## config.mk

```make
export PLATFORM = sky130hd
export DESIGN_NAME = logic_gate_bank
export DESIGN_NICKNAME = d
export VERILOG_FILES = /design/src/rtl/logic_gate_pkg.sv /design/src/rtl/sw_debounce.sv /design/src/rtl/logic_gate_bank.sv
export SDC_FILE = /design/constraint.sdc
export NUM_CORES = 1
export LEC_CHECK = 0
export CORE_UTILIZATION = 33
export CTS_CLUSTER_DIAMETER = 50
export DETAILED_ROUTE_END_ITERATION = 10
export PLACE_DENSITY = 0.55
export SLEW_MARGIN = 20
export SYNTH_ARGS = -nofsm -noshare
export SYNTH_HDL_FRONTEND = slang
export SYNTH_SLANG_ARGS = --single-unit
export TNS_END_PERCENT = 1
```

## constraint.sdc

```tcl
create_clock -name clk -period 4.2 [get_ports clk]
set_clock_uncertainty 0.1 [all_clocks]
set_input_delay 0.84 -clock clk [delete_from_list [all_inputs] [get_ports clk]]
set_output_delay 0.84 -clock clk [all_outputs]
set_load 0.03 [all_outputs]
```

## src/rtl/logic_gate_pkg.sv

```systemverilog
// Shared types and the gate evaluation function for the logic gate bank.
// gate_eval takes a zero-extended operand plus the live operand width.
package logic_gate_pkg;

    localparam int LED_NOT = 0;
    localparam int LED_AND = 1;
    localparam int LED_OR  = 2;
    localparam int LED_XOR = 3;
    localparam int MAX_SW  = 32;

    typedef logic [3:0] led_t;

    function automatic led_t gate_eval(
        input logic [MAX_SW-1:0] op,
        input int                width
    );
        led_t r;
        logic a;
        logic o;
        logic x;
        a = op[0];
        o = op[0];
        x = op[0];
        for (int i = 1; i < MAX_SW; i++) begin
            if (i < width) begin
                a = a & op[i];
                o = o | op[i];
                x = x ^ op[i];
            end
        end
        r          = '0;
        r[LED_NOT] = ~op[0];
        r[LED_AND] = a;
        r[LED_OR]  = o;
        r[LED_XOR] = x;
        return r;
    endfunction

endpackage

```

## src/rtl/sw_debounce.sv

```systemverilog
// One switch bit: 2-flop synchroniser followed by a stability counter.
// A change is accepted after DEBOUNCE_CYCLES consecutive mismatching edges.
module sw_debounce #(
    parameter int DEBOUNCE_CYCLES = 4
) (
    input  logic clk,
    input  logic reset,
    input  logic i_sw,
    output logic o_deb
);

    localparam int CW = (DEBOUNCE_CYCLES > 1) ? $clog2(DEBOUNCE_CYCLES) : 1;

    logic          r_s1;
    logic          r_s2;
    logic          r_deb;
    logic [CW-1:0] r_cnt;

    always_ff @(posedge clk) begin
        if (reset) begin
            r_s1  <= 1'b0;
            r_s2  <= 1'b0;
            r_deb <= 1'b0;
            r_cnt <= '0;
        end else begin
            r_s1 <= i_sw;
            r_s2 <= r_s1;
            if (r_s2 == r_deb) begin
                r_cnt <= '0;
            end else if (r_cnt == CW'(DEBOUNCE_CYCLES - 1)) begin
                r_deb <= r_s2;
                r_cnt <= '0;
            end else begin
                r_cnt <= r_cnt + 1'b1;
            end
        end
    end

    assign o_deb = r_deb;

endmodule

```

## src/rtl/logic_gate_bank.sv

```systemverilog
// NUM_SW-input NOT/AND/OR/XOR gate bank with debounced switches,
// an auto-sweep operand source and a one-cycle LED change strobe.
module logic_gate_bank
    import logic_gate_pkg::*;
#(
    parameter int NUM_SW          = 2,
    parameter int DEBOUNCE_CYCLES = 4,
    parameter int SWEEP_PERIOD    = 8
) (
    input  logic              clk,
    input  logic              reset,
    input  logic [NUM_SW-1:0] SW,
    input  logic              SWEEP,
    output led_t              LED,
    output logic [NUM_SW-1:0] OP_VEC,
    output logic              CHANGE_STRB
);

    localparam int PW = (SWEEP_PERIOD > 1) ? $clog2(SWEEP_PERIOD) : 1;

    logic [NUM_SW-1:0] w_deb;
    logic [NUM_SW-1:0] w_op;
    led_t              w_led_next;

    logic              r_swp_s1;
    logic              r_swp_s2;
    logic [PW-1:0]     r_pre;
    logic [NUM_SW-1:0] r_sweep_cnt;
    led_t              r_led;
    logic              r_primed;
    logic              r_chg;
    logic              r_strb;

    for (genvar g = 0; g < NUM_SW; g++) begin : g_deb
        sw_debounce #(
            .DEBOUNCE_CYCLES(DEBOUNCE_CYCLES)
        ) u_deb (
            .clk  (clk),
            .reset(reset),
            .i_sw (SW[g]),
            .o_deb(w_deb[g])
        );
    end

    assign w_op       = r_swp_s2 ? r_sweep_cnt : w_deb;
    assign w_led_next = gate_eval(MAX_SW'(w_op), NUM_SW);

    always_ff @(posedge clk) begin
        if (reset) begin
            r_swp_s1    <= 1'b0;
            r_swp_s2    <= 1'b0;
            r_pre       <= '0;
            r_sweep_cnt <= '0;
        end else begin
            r_swp_s1 <= SWEEP;
            r_swp_s2 <= r_swp_s1;
            if (!r_swp_s2) begin
                r_pre       <= '0;
                r_sweep_cnt <= '0;
            end else if (r_pre == PW'(SWEEP_PERIOD - 1)) begin
                r_pre       <= '0;
                r_sweep_cnt <= r_sweep_cnt + 1'b1;
            end else begin
                r_pre <= r_pre + 1'b1;
            end
        end
    end

    // r_chg marks the edge LED changed; the strobe lands one cycle later.
    always_ff @(posedge clk) begin
        if (reset) begin
            r_led    <= '0;
            r_primed <= 1'b0;
            r_chg    <= 1'b0;
            r_strb   <= 1'b0;
        end else begin
            r_led    <= w_led_next;
            r_primed <= 1'b1;
            r_chg    <= r_primed && (w_led_next != r_led);
            r_strb   <= r_chg;
        end
    end

    assign LED         = r_led;
    assign OP_VEC      = w_op;
    assign CHANGE_STRB = r_strb;

endmodule

```

==> impl_metrics.ini <==
[clock_network]
htreeDepth = 1
ctsResizeCount = 0
clk_transition_reported_paths_ns = 0.12
root_buffer = clkbuf_4
cts.sinks = 24
postCtsSetupBuffers = 0
numCtsBuffers = 3
cts.path.max_buffers = 2
cts_tree = done
cts_hold_buffers = 0
clk-insertion-delay-late_ns = 0.31

[global_routing]
antenna_found_initial = 0
grt_max_degree = 18
grt_pass1_vias = 441
grt_overflow = 0
grt_usage = 0.1004
grt_pass1_wl_mm = 1.828

[cells_and_area]
fillers = 242
fin_nets = 103
drive_above_1_share = 0.05495
num_antenna_cells = 0
area_growth_pct = 21.07
fin_area_sq_um = 1021
instances_no_fill = 119

[routing]
route.detailed.drc = 0
first_iter_violations = 3
antenna_left = 0
wl_per_cell_microns = 9.546
via_count = 509
wirelength_mm = 1.136
dr.pass1.iters = 2
route.detailed.vias_per_inst = 4.277

[outcome]
status = completed

[die]
die_w_microns = 52.55
dieArea_sq_um = 2762
num_rows = 17
ios = 12
initial_core_util = 0.3637
die_y_microns = 52.55
core_sq_um = 2318

[sta]
worstMarginPinSlew_ns = 0.5428
fin_ws_ns = 1.506
drv_slew = 0
hold_viol = 0
min_period_over_period = 0.6414
final-setup-viol-count = 0
slew_headroom = 0.6370
rsz0062_at_grt = no
fin_crit_ns = 2.694
fmaxAchievable_mhz = 371.2
fin_tns_setup_ns = 0

[yosys]
synth_top_area_share = 0.5697
yosys.area.top_type = dfxtp_1
synth_seq_area_share = 0.5697
synth_nets = 88
ys_top_cells_by_area = dfxtp_1 57%, ha_1 8.9%, nor2b_1 6.7%
netlist_area_sq_um = 843.3
netlist_instances = 77
synth_cell_types = 16
synth-warning-count = 0
synth-seq-cells = 24
syn_avg_cell_area_sq_um = 10.95

[hold_path]
hold_path_depth = 1
hold_class = flop to flop

[placed_design]
dpl.cell_count = 115
place_congestion = 0.6956
io_buffers = 11
postPlaceCellArea_sq_um = 984.7
pre_cts_slack_ns = 1.831
dp_hpwl_microns = 847.8

[setup_path]
criticalPathCategory = flop to output port
required_ns = 3.26
cp-end-kind = output port
reg2reg_depth = 4
cp.arrival_ns = 1.75
cp-start-kind = flop
path_max_fanout = 3

[run]
drv_cap = 0

[pwr]
power_density_nw_per_um2 = 359.1
total_power_w = 0.0003666
ir_drop_mv = 0.2111
p_leak_nw = 0.4214
worst max-delay path: stages (launching register included):
cell             delay [ns]
dfxtp_1                0.41
mux2i_2                0.31
inv_1                  0.12
clkdlybuf4s50_1        0.61
cell families after synthesis:
family,share of synthesized area
simple gates,0.1691
flops,0.5697
xor+xnor,0.08309
buf+inv,0.02670
fa+ha+maj,0.08902
mux,0.05193
compound gates,0.01039
state kept, by name, summed over array words and instances (netlist names):
name / cells
CHANGE_STRB: 1
LED: 4
g_deb.u_deb.o_deb: 2
g_deb.u_deb.r_cnt: 4
g_deb.u_deb.r_s1: 2
g_deb.u_deb.r_s2: 2
r_chg: 1
r_pre: 3
r_primed: 1
r_sweep_cnt: 2
r_swp_s1: 1
r_swp_s2: 1
power by group:
part           total [W]  switching (W)  internal, W
clock           0.000117      0.0000636    0.0000530
sequential      0.000235     0.00000223     0.000233
combinational  0.0000151     0.00000658   0.00000848
stage by stage:
step | hold WS, ns | utilization
global route | 0.3571 | 0.4404
global placement | 0.3053 | 0.4247
detailed placement | 0.3142 | 0.4247
CTS | 0.3368 | 0.4404
floorplan | 0.2974 | -
finish | 0.3300 | 0.4404
metal layers:
metal / track usage / vias to the layer above / share of wire
li1: - / 270 / -
met1: 0.1097 / 225 / 0.50
met2: 0.1371 / 10 / 0.40
met3: 0.06087 / 4 / 0.063
met4: 0.07895 / 0 / 0.033
met5: 0 / - / 0
cell usage in the layout, fill, tap and decap left out, types with 2 or more instances in the layout:
cell             instances
and2_1                   2
ha_1                     6
dfxtp_1                 24
nor2_1                  11
mux2i_1                  3
xnor2_1                  6
nand2_1                  2
nor2b_1                  9
xor2_1                   2
inv_1                    5
clkdlybuf4s50_1         11
or3_1                    2
clkbuf_4                 3
final timing paths:
kind | from | to | slack (ns)
hold / removal | g_deb[1].u_deb.r_cnt[0] | g_deb[1].u_deb.r_cnt[0] | 0.33
setup / recovery | r_swp_s2 | OP_VEC[0] | 1.51
setup reg to reg | r_swp_s2 | r_chg | 2.63
hold reg to reg | g_deb[1].u_deb.r_cnt[0] | g_deb[1].u_deb.r_cnt[0] | 0.33
synth_stat cells:
library cell	n
a41oi_1	1
and2_1	2
clkbuf_1	1
dfxtp_1	24
ha_1	6
inv_1	5
mux2i_1	3
mux2i_2	1
nand2_1	2
nor2_1	11
nor2b_1	9
nor3_1	1
or2b_1	1
or3_1	2
xnor2_1	6
xor2_1	2
cell type report:
type	instances	area, sq um	share of cell area
Timing Repair Buffer	11	110.1	0.1078
Clock buffer	4	36.28	0.03554
Inverter	5	18.77	0.01838
Sequential cell	24	480.5	0.4706
Tap cell	28	35.03	0.03431
Multi-Input combinational cell	47	340.3	0.3333
(Power assumes the default switching activity.)
